## src/rtl/copy_job_scheduler_pkg.sv

```systemverilog
// Shared constants, sequencer state encoding and queue entry layout for the copy job scheduler.
package copy_job_scheduler_pkg;

  localparam int unsigned NREQ   = 4;
  localparam int unsigned QDEPTH = 4;
  localparam int unsigned AW     = 31;
  localparam int unsigned IDW    = 2;
  localparam int unsigned EW     = IDW + 3 * AW;

  typedef enum logic [2:0] {
    StIdle,
    StLds,
    StLdd,
    StLdl,
    StSettle,
    StWaitc,
    StDone
  } seq_state_e;

  typedef struct packed {
    logic [IDW-1:0] id;
    logic [AW-1:0]  src;
    logic [AW-1:0]  dst;
    logic [AW-1:0]  len;
  } job_t;

endpackage

```

## src/rtl/copy_job_scheduler_job_fifo.sv

```systemverilog
// Descriptor queue: synchronous FIFO with wrap-bit pointers; Depth must be a power of two >= 2.
module job_fifo
  import copy_job_scheduler_pkg::*;
#(
  parameter int unsigned Depth = QDEPTH,
  parameter int unsigned Width = EW
) (
  input  logic             clock,
  input  logic             reset,
  input  logic             push_i,
  input  logic [Width-1:0] data_i,
  input  logic             pop_i,
  output logic [Width-1:0] data_o,
  output logic             full_o,
  output logic             empty_o
);

  localparam int unsigned AddrW = $clog2(Depth);

  logic [AddrW:0]     wptr_q, rptr_q;
  logic [Width-1:0]   mem_q [Depth];

  assign empty_o = (wptr_q == rptr_q);
  assign full_o  = (wptr_q[AddrW] != rptr_q[AddrW]) &&
                   (wptr_q[AddrW-1:0] == rptr_q[AddrW-1:0]);
  assign data_o  = mem_q[rptr_q[AddrW-1:0]];

  always_ff @(posedge clock) begin
    if (reset) begin
      wptr_q <= '0;
      rptr_q <= '0;
    end else begin
      if (push_i && !full_o) wptr_q <= wptr_q + 1'b1;
      if (pop_i && !empty_o) rptr_q <= rptr_q + 1'b1;
    end
  end

  // Storage is left unreset; the pointers alone define what is valid.
  always_ff @(posedge clock) begin
    if (push_i && !full_o) mem_q[wptr_q[AddrW-1:0]] <= data_i;
  end

endmodule

```

## src/rtl/copy_job_scheduler.sv

```systemverilog
// Round-robin copy-job arbiter feeding a descriptor queue and a sequencer that loads the copier
// registers (S, D, then L) and reports completion with the copier checksum.
module copy_job_scheduler #(
  parameter int unsigned NREQ   = copy_job_scheduler_pkg::NREQ,
  parameter int unsigned QDEPTH = copy_job_scheduler_pkg::QDEPTH
) (
  input  logic                                       clock,
  input  logic                                       reset,
  input  logic [NREQ-1:0]                            jobValid,
  output logic [NREQ-1:0]                            jobReady,
  input  logic [copy_job_scheduler_pkg::AW*NREQ-1:0] jobSrc,
  input  logic [copy_job_scheduler_pkg::AW*NREQ-1:0] jobDst,
  input  logic [copy_job_scheduler_pkg::AW*NREQ-1:0] jobLen,
  output logic [31:0]                                wq,
  output logic                                       loadS,
  output logic                                       loadD,
  output logic                                       loadL,
  input  logic [16:0]                                copierStatus,
  output logic                                       doneValid,
  output logic [1:0]                                 doneId,
  output logic [15:0]                                doneChecksum
);
  import copy_job_scheduler_pkg::*;

  logic [IDW-1:0] ptr_q, ptr_d;
  logic           gnt_valid;
  logic [IDW-1:0] gnt_id;
  logic           push, pop, full, empty;
  job_t           push_job, head_job;
  seq_state_e     state_q, state_d;
  logic [IDW-1:0] act_id_q, act_id_d;
  logic [15:0]    chk_q, chk_d;
  logic           busy;

  assign busy = copierStatus[0];

  always_comb begin
    gnt_valid = 1'b0;
    gnt_id    = '0;
    for (int k = 0; k < int'(NREQ); k++) begin
      if (!gnt_valid && jobValid[(int'(ptr_q) + k) % int'(NREQ)]) begin
        gnt_valid = 1'b1;
        gnt_id    = IDW'((int'(ptr_q) + k) % int'(NREQ));
      end
    end
  end

  // Full refuses a push even if the sequencer pops in the same cycle.
  assign push = gnt_valid && !full && !reset;
  assign ptr_d = push ? gnt_id + 1'b1 : ptr_q;

  always_comb begin
    jobReady = '0;
    if (push) jobReady[gnt_id] = 1'b1;
  end

  assign push_job.id  = gnt_id;
  assign push_job.src = jobSrc[int'(gnt_id)*AW +: AW];
  assign push_job.dst = jobDst[int'(gnt_id)*AW +: AW];
  assign push_job.len = jobLen[int'(gnt_id)*AW +: AW];

  job_fifo #(
    .Depth(QDEPTH),
    .Width(EW)
  ) u_job_fifo (
    .clock  (clock),
    .reset  (reset),
    .push_i (push),
    .data_i (push_job),
    .pop_i  (pop),
    .data_o (head_job),
    .full_o (full),
    .empty_o(empty)
  );

  always_comb begin
    state_d   = state_q;
    act_id_d  = act_id_q;
    chk_d     = chk_q;
    pop       = 1'b0;
    wq        = '0;
    loadS     = 1'b0;
    loadD     = 1'b0;
    loadL     = 1'b0;
    doneValid = 1'b0;
    doneId    = '0;
    unique case (state_q)
      // A push into an empty queue starts loading on the very next cycle.
      StIdle:   if ((!empty || push) && !busy) state_d = StLds;
      StLds: begin
        wq      = {1'b0, head_job.src};
        loadS   = 1'b1;
        state_d = StLdd;
      end
      StLdd: begin
        wq      = {1'b0, head_job.dst};
        loadD   = 1'b1;
        state_d = StLdl;
      end
      StLdl: begin
        wq       = {1'b0, head_job.len};
        loadL    = 1'b1;
        pop      = 1'b1;
        act_id_d = head_job.id;
        state_d  = StSettle;
      end
      StSettle: state_d = StWaitc;
      StWaitc: begin
        if (!busy) begin
          chk_d   = copierStatus[16:1];
          state_d = StDone;
        end
      end
      StDone: begin
        doneValid = 1'b1;
        doneId    = act_id_q;
        state_d   = StIdle;
      end
      default:  state_d = StIdle;
    endcase
  end

  always_ff @(posedge clock) begin
    if (reset) begin
      state_q  <= StIdle;
      ptr_q    <= '0;
      act_id_q <= '0;
      chk_q    <= '0;
    end else begin
      state_q  <= state_d;
      ptr_q    <= ptr_d;
      act_id_q <= act_id_d;
      chk_q    <= chk_d;
    end
  end

  assign doneChecksum = chk_q;

endmodule

```

## config.mk

```make
export PLATFORM = sky130hd
export DESIGN_NAME = copy_job_scheduler
export DESIGN_NICKNAME = d
export VERILOG_FILES = /design/src/rtl/copy_job_scheduler_pkg.sv /design/src/rtl/copy_job_scheduler_job_fifo.sv /design/src/rtl/copy_job_scheduler.sv
export SDC_FILE = /design/constraint.sdc
export NUM_CORES = 1
export LEC_CHECK = 0
export ABC_AREA = 1
export CAP_MARGIN = 20
export CORE_MARGIN = 8
export CORE_UTILIZATION = 30
export DETAILED_ROUTE_END_ITERATION = 12
export GPL_TIMING_DRIVEN = 1
export SLEW_MARGIN = 10
export SYNTH_ARGS = -nofsm -noshare
export SYNTH_HDL_FRONTEND = slang
export SYNTH_HIERARCHICAL = 1
export SYNTH_SLANG_ARGS = --single-unit
```

## constraint.sdc

```tcl
create_clock -name clock -period 10.61 [get_ports clock]
set_input_delay 1.061 -clock clock [delete_from_list [all_inputs] [get_ports clock]]
set_output_delay 1.061 -clock clock [all_outputs]
set_load 0.02 [all_outputs]
```

==> reports/qor.txt <==
Drt initial violations: 1221
Fmax: 175.9 MHz
Layout Skew: 0.02342 ns
Routed vias: 18070
Initial Util: 30.07%
Hold Buf Count CTS: 0
Post-place setup slack: 4.889 ns
XOR/XNOR share of the synthesized area: 0.04103%
Post-Synth Simple-Gate Area: 22.21%
Kind of end point of the critical path: output pin
DRT Wirelength: 70.48 mm
Clock sinks: 411
Register area share after synthesis: 56.36%
Most frequent cells in the layout: clkdlybuf4s50_1 (451), inv_1 (412), nand2_1 (403)
Multiplexer area fraction after synthesis: 0%
Via density: 4.816
Worst setup SP type: input pin
Post-CTS sizing: 0
Router iterations before antenna repair: 7
Synth Area in Adders: 0.5275%
Final Hold Viols: 0
FP Rows: 98
Post-Place Cells: 3671
Yosys Warn Count: 6
Num CTS Buffers: 44
Layout Cells excl Fill: 3753
Peak VDD IR: 0.2756 mV
Cells after Synth: 2418
Crit path required time: 9.55 ns
MaxCap Viol Count: 0
Final net count: 3171
Total power per unit cell area: 329.5 nW/um^2
Worst setup path end: jobReady[3]
GPL Wtd Cong: 0.8053
Largest family of logic cells by synthesized area: simple AND/OR/NAND/NOR gates
# DRC: 0
Synth Area in Compound Gates: 9.055%
Pin count of the biggest net entering global routing: 118
TritonCTS clock tree: built
Area of the multi-input gates: 6880 um^2
Worst Max-Slew Pin Slew: 1.098 ns
Clk buf depth: 3
Root Buffer: clkbuf_16
Syn_nets: 2822
Grt total ovfl: 0
Most common cell after layout, fill and taps aside: clkdlybuf4s50_1
PortBufs: 451
Die width: 282.8 um
Yosys reg bits: 411
Vias in the first global route: 17150
Antenna diode count: 0
Die area: 79950 um^2
Mapped Area: 21350 um^2
Post-DP HPWL: 47.76 mm
Initial antenna violation count: 0
Leak Pwr: 11.49 nW
Relative slew slack: 26.83%
HP Class: flop to flop
Final slew viol count: 0
Fillers: 7103
Area Overhead vs Synth: 30.08%
Post-synth cell types: 31
H-tree depth: 2
Fin crit share: 53.59%
RSZ-0062 raised after global routing: no
Final Worst Setup Slack: 4.924 ns
Register-to-Register Path Depth: 12
Critical path fanouts, max: 117
Worst-Skew Late Latency: 0.57 ns
Clock Pin Slew Worst Setup and Hold Paths: 0.06 ns
Critical Path AT: 4.62 ns
Syn Area/Cell: 8.829 um^2
Io pins: 453
Status: complete, no violations
Avg WL per Cell: 18.78 um
Setup crit start: jobValid[3]
Flop-to-flop setup slack: 6.02 ns
Total GRT Usage: 16.69%
CORE AREA: 71000 um^2
Sequential cell area: 12040 um^2
Die height: 282.8 um
First-pass GRT wire length: 103.6 mm
Final setup fails: 0
Crit Path Class: input pin to output pin
Fin util: 39.12%
Hold_ws: 0.4632 ns
Antenna-violating nets left: 0
R2r endpoint: u_job_fifo/mem_q[2][60]
Final setup TNS: 0 ns
Launch point of the worst reg-to-reg path: ptr_q[0]
Final min period: 5.686 ns
Fraction of layout cells with a size suffix above 1: 3.889%
Post-CTS Setup Repair Bufs: 0
[cells in the mapped netlist]
master	n	area [um^2]
inv_1	412	1546
nand2_1	404	1516
edfxtp_1	380	11410
nor2_1	247	927.1
nand3_1	204	1021
o21ai_0	199	996.0
nand4_1	186	1164
o22ai_1	95	594.3
buf_2	61	305.3
clkbuf_1	59	221.5
dfxtp_1	31	620.6
a22oi_1	28	210.2
buf_4	21	157.7
buf_6	14	157.7
o21ai_1	14	70.07
buf_1	12	45.04
a21oi_1	11	55.05
ha_1	9	112.6
clkbuf_2	8	40.04
nor3_1	5	25.02
inv_2	4	15.01
nand3_2	4	40.04
nand2_2	2	12.51
and2_1	1	6.260
buf_12	1	20.02
conb_1	1	3.750
inv_6	1	8.760
nand3_4	1	17.52
nor2_4	1	11.26
o211ai_1	1	7.510
xnor2_1	1	8.760
[logic make-up (layout without fill, tap and decap cells)]
family | count (synthesis) | after routing
buf+inv | 593 | 978
simple gates | 1055 | 1055
compound gates | 348 | 348
xor+xnor | 1 | 1
fa+ha+maj | 9 | 9
other cells | 1 | 1
flops | 411 | 411
[routing by layer]
metal	wire (um)	share of wire [%]	global-route usage, %
met3	4104	5.8	3.050
met4	1119	1.6	3.339
met1	29810	42	21.66
met2	35450	50	29.00
met5	0	0	0
[sequential cells by signal, summed over array words and instances (netlist names), named ones only]
name / count
ptr_q: 2
u_job_fifo/rptr_q: 3
state_q: 3
u_job_fifo/mem_q: 380
doneChecksum: 16
act_id_q: 2
u_job_fifo/wptr_q: 3
[cell type report]
cell class                 count  share of cell area [%]
multi-input combinational   1414                   24.78
sequential                   411                   43.35
timing repair buffer         479                   17.01
clock inverter                23                  0.6308
inverter                     417                   5.668
tap                          950                   4.280
clock buffer                  59                   4.280
[power by group]
part           internal [mW]  switching (mW)
logic                   1.17            3.38
registers               3.05           0.112
clock network          0.819           0.623
total                   5.03            4.12
[worst max-delay path, stage by stage]
cell,delay (ns)
clkdlybuf4s50_1,0.42
inv_1,0.08
nand2_1,0.07
nand3_1,0.12
nand2_1,0.11
inv_1,0.13
nand2_1,0.14
nand2_8,0.55
nand3_4,0.56
inv_1,0.39
ha_1,0.21
inv_1,0.04
nor2_1,0.09
clkdlybuf4s50_1,0.63
[worst min-delay path by stage]
stage / to / from / cells after the start
6_report: act_id_q[1] / act_id_q[1] / 2
5_1_grt: act_id_q[1] / act_id_q[1] / 2
4_1_cts: act_id_q[1] / act_id_q[1] / 2
3_5_place_dp: act_id_q[1] / act_id_q[1] / 2
3_3_place_gp: act_id_q[0] / act_id_q[0] / 2
2_1_floorplan: act_id_q[1] / act_id_q[1] / 2
[stage by stage]
stage,cell area [um^2],total power [mW]
after floorplan,21350,6.072
after global placement,26410,7.819
after detailed placement,26410,7.860
after CTS,27770,9.321
after global routing,27770,9.821
final,27770,9.150
No activity file was read; power rests on OpenSTA's default activity.
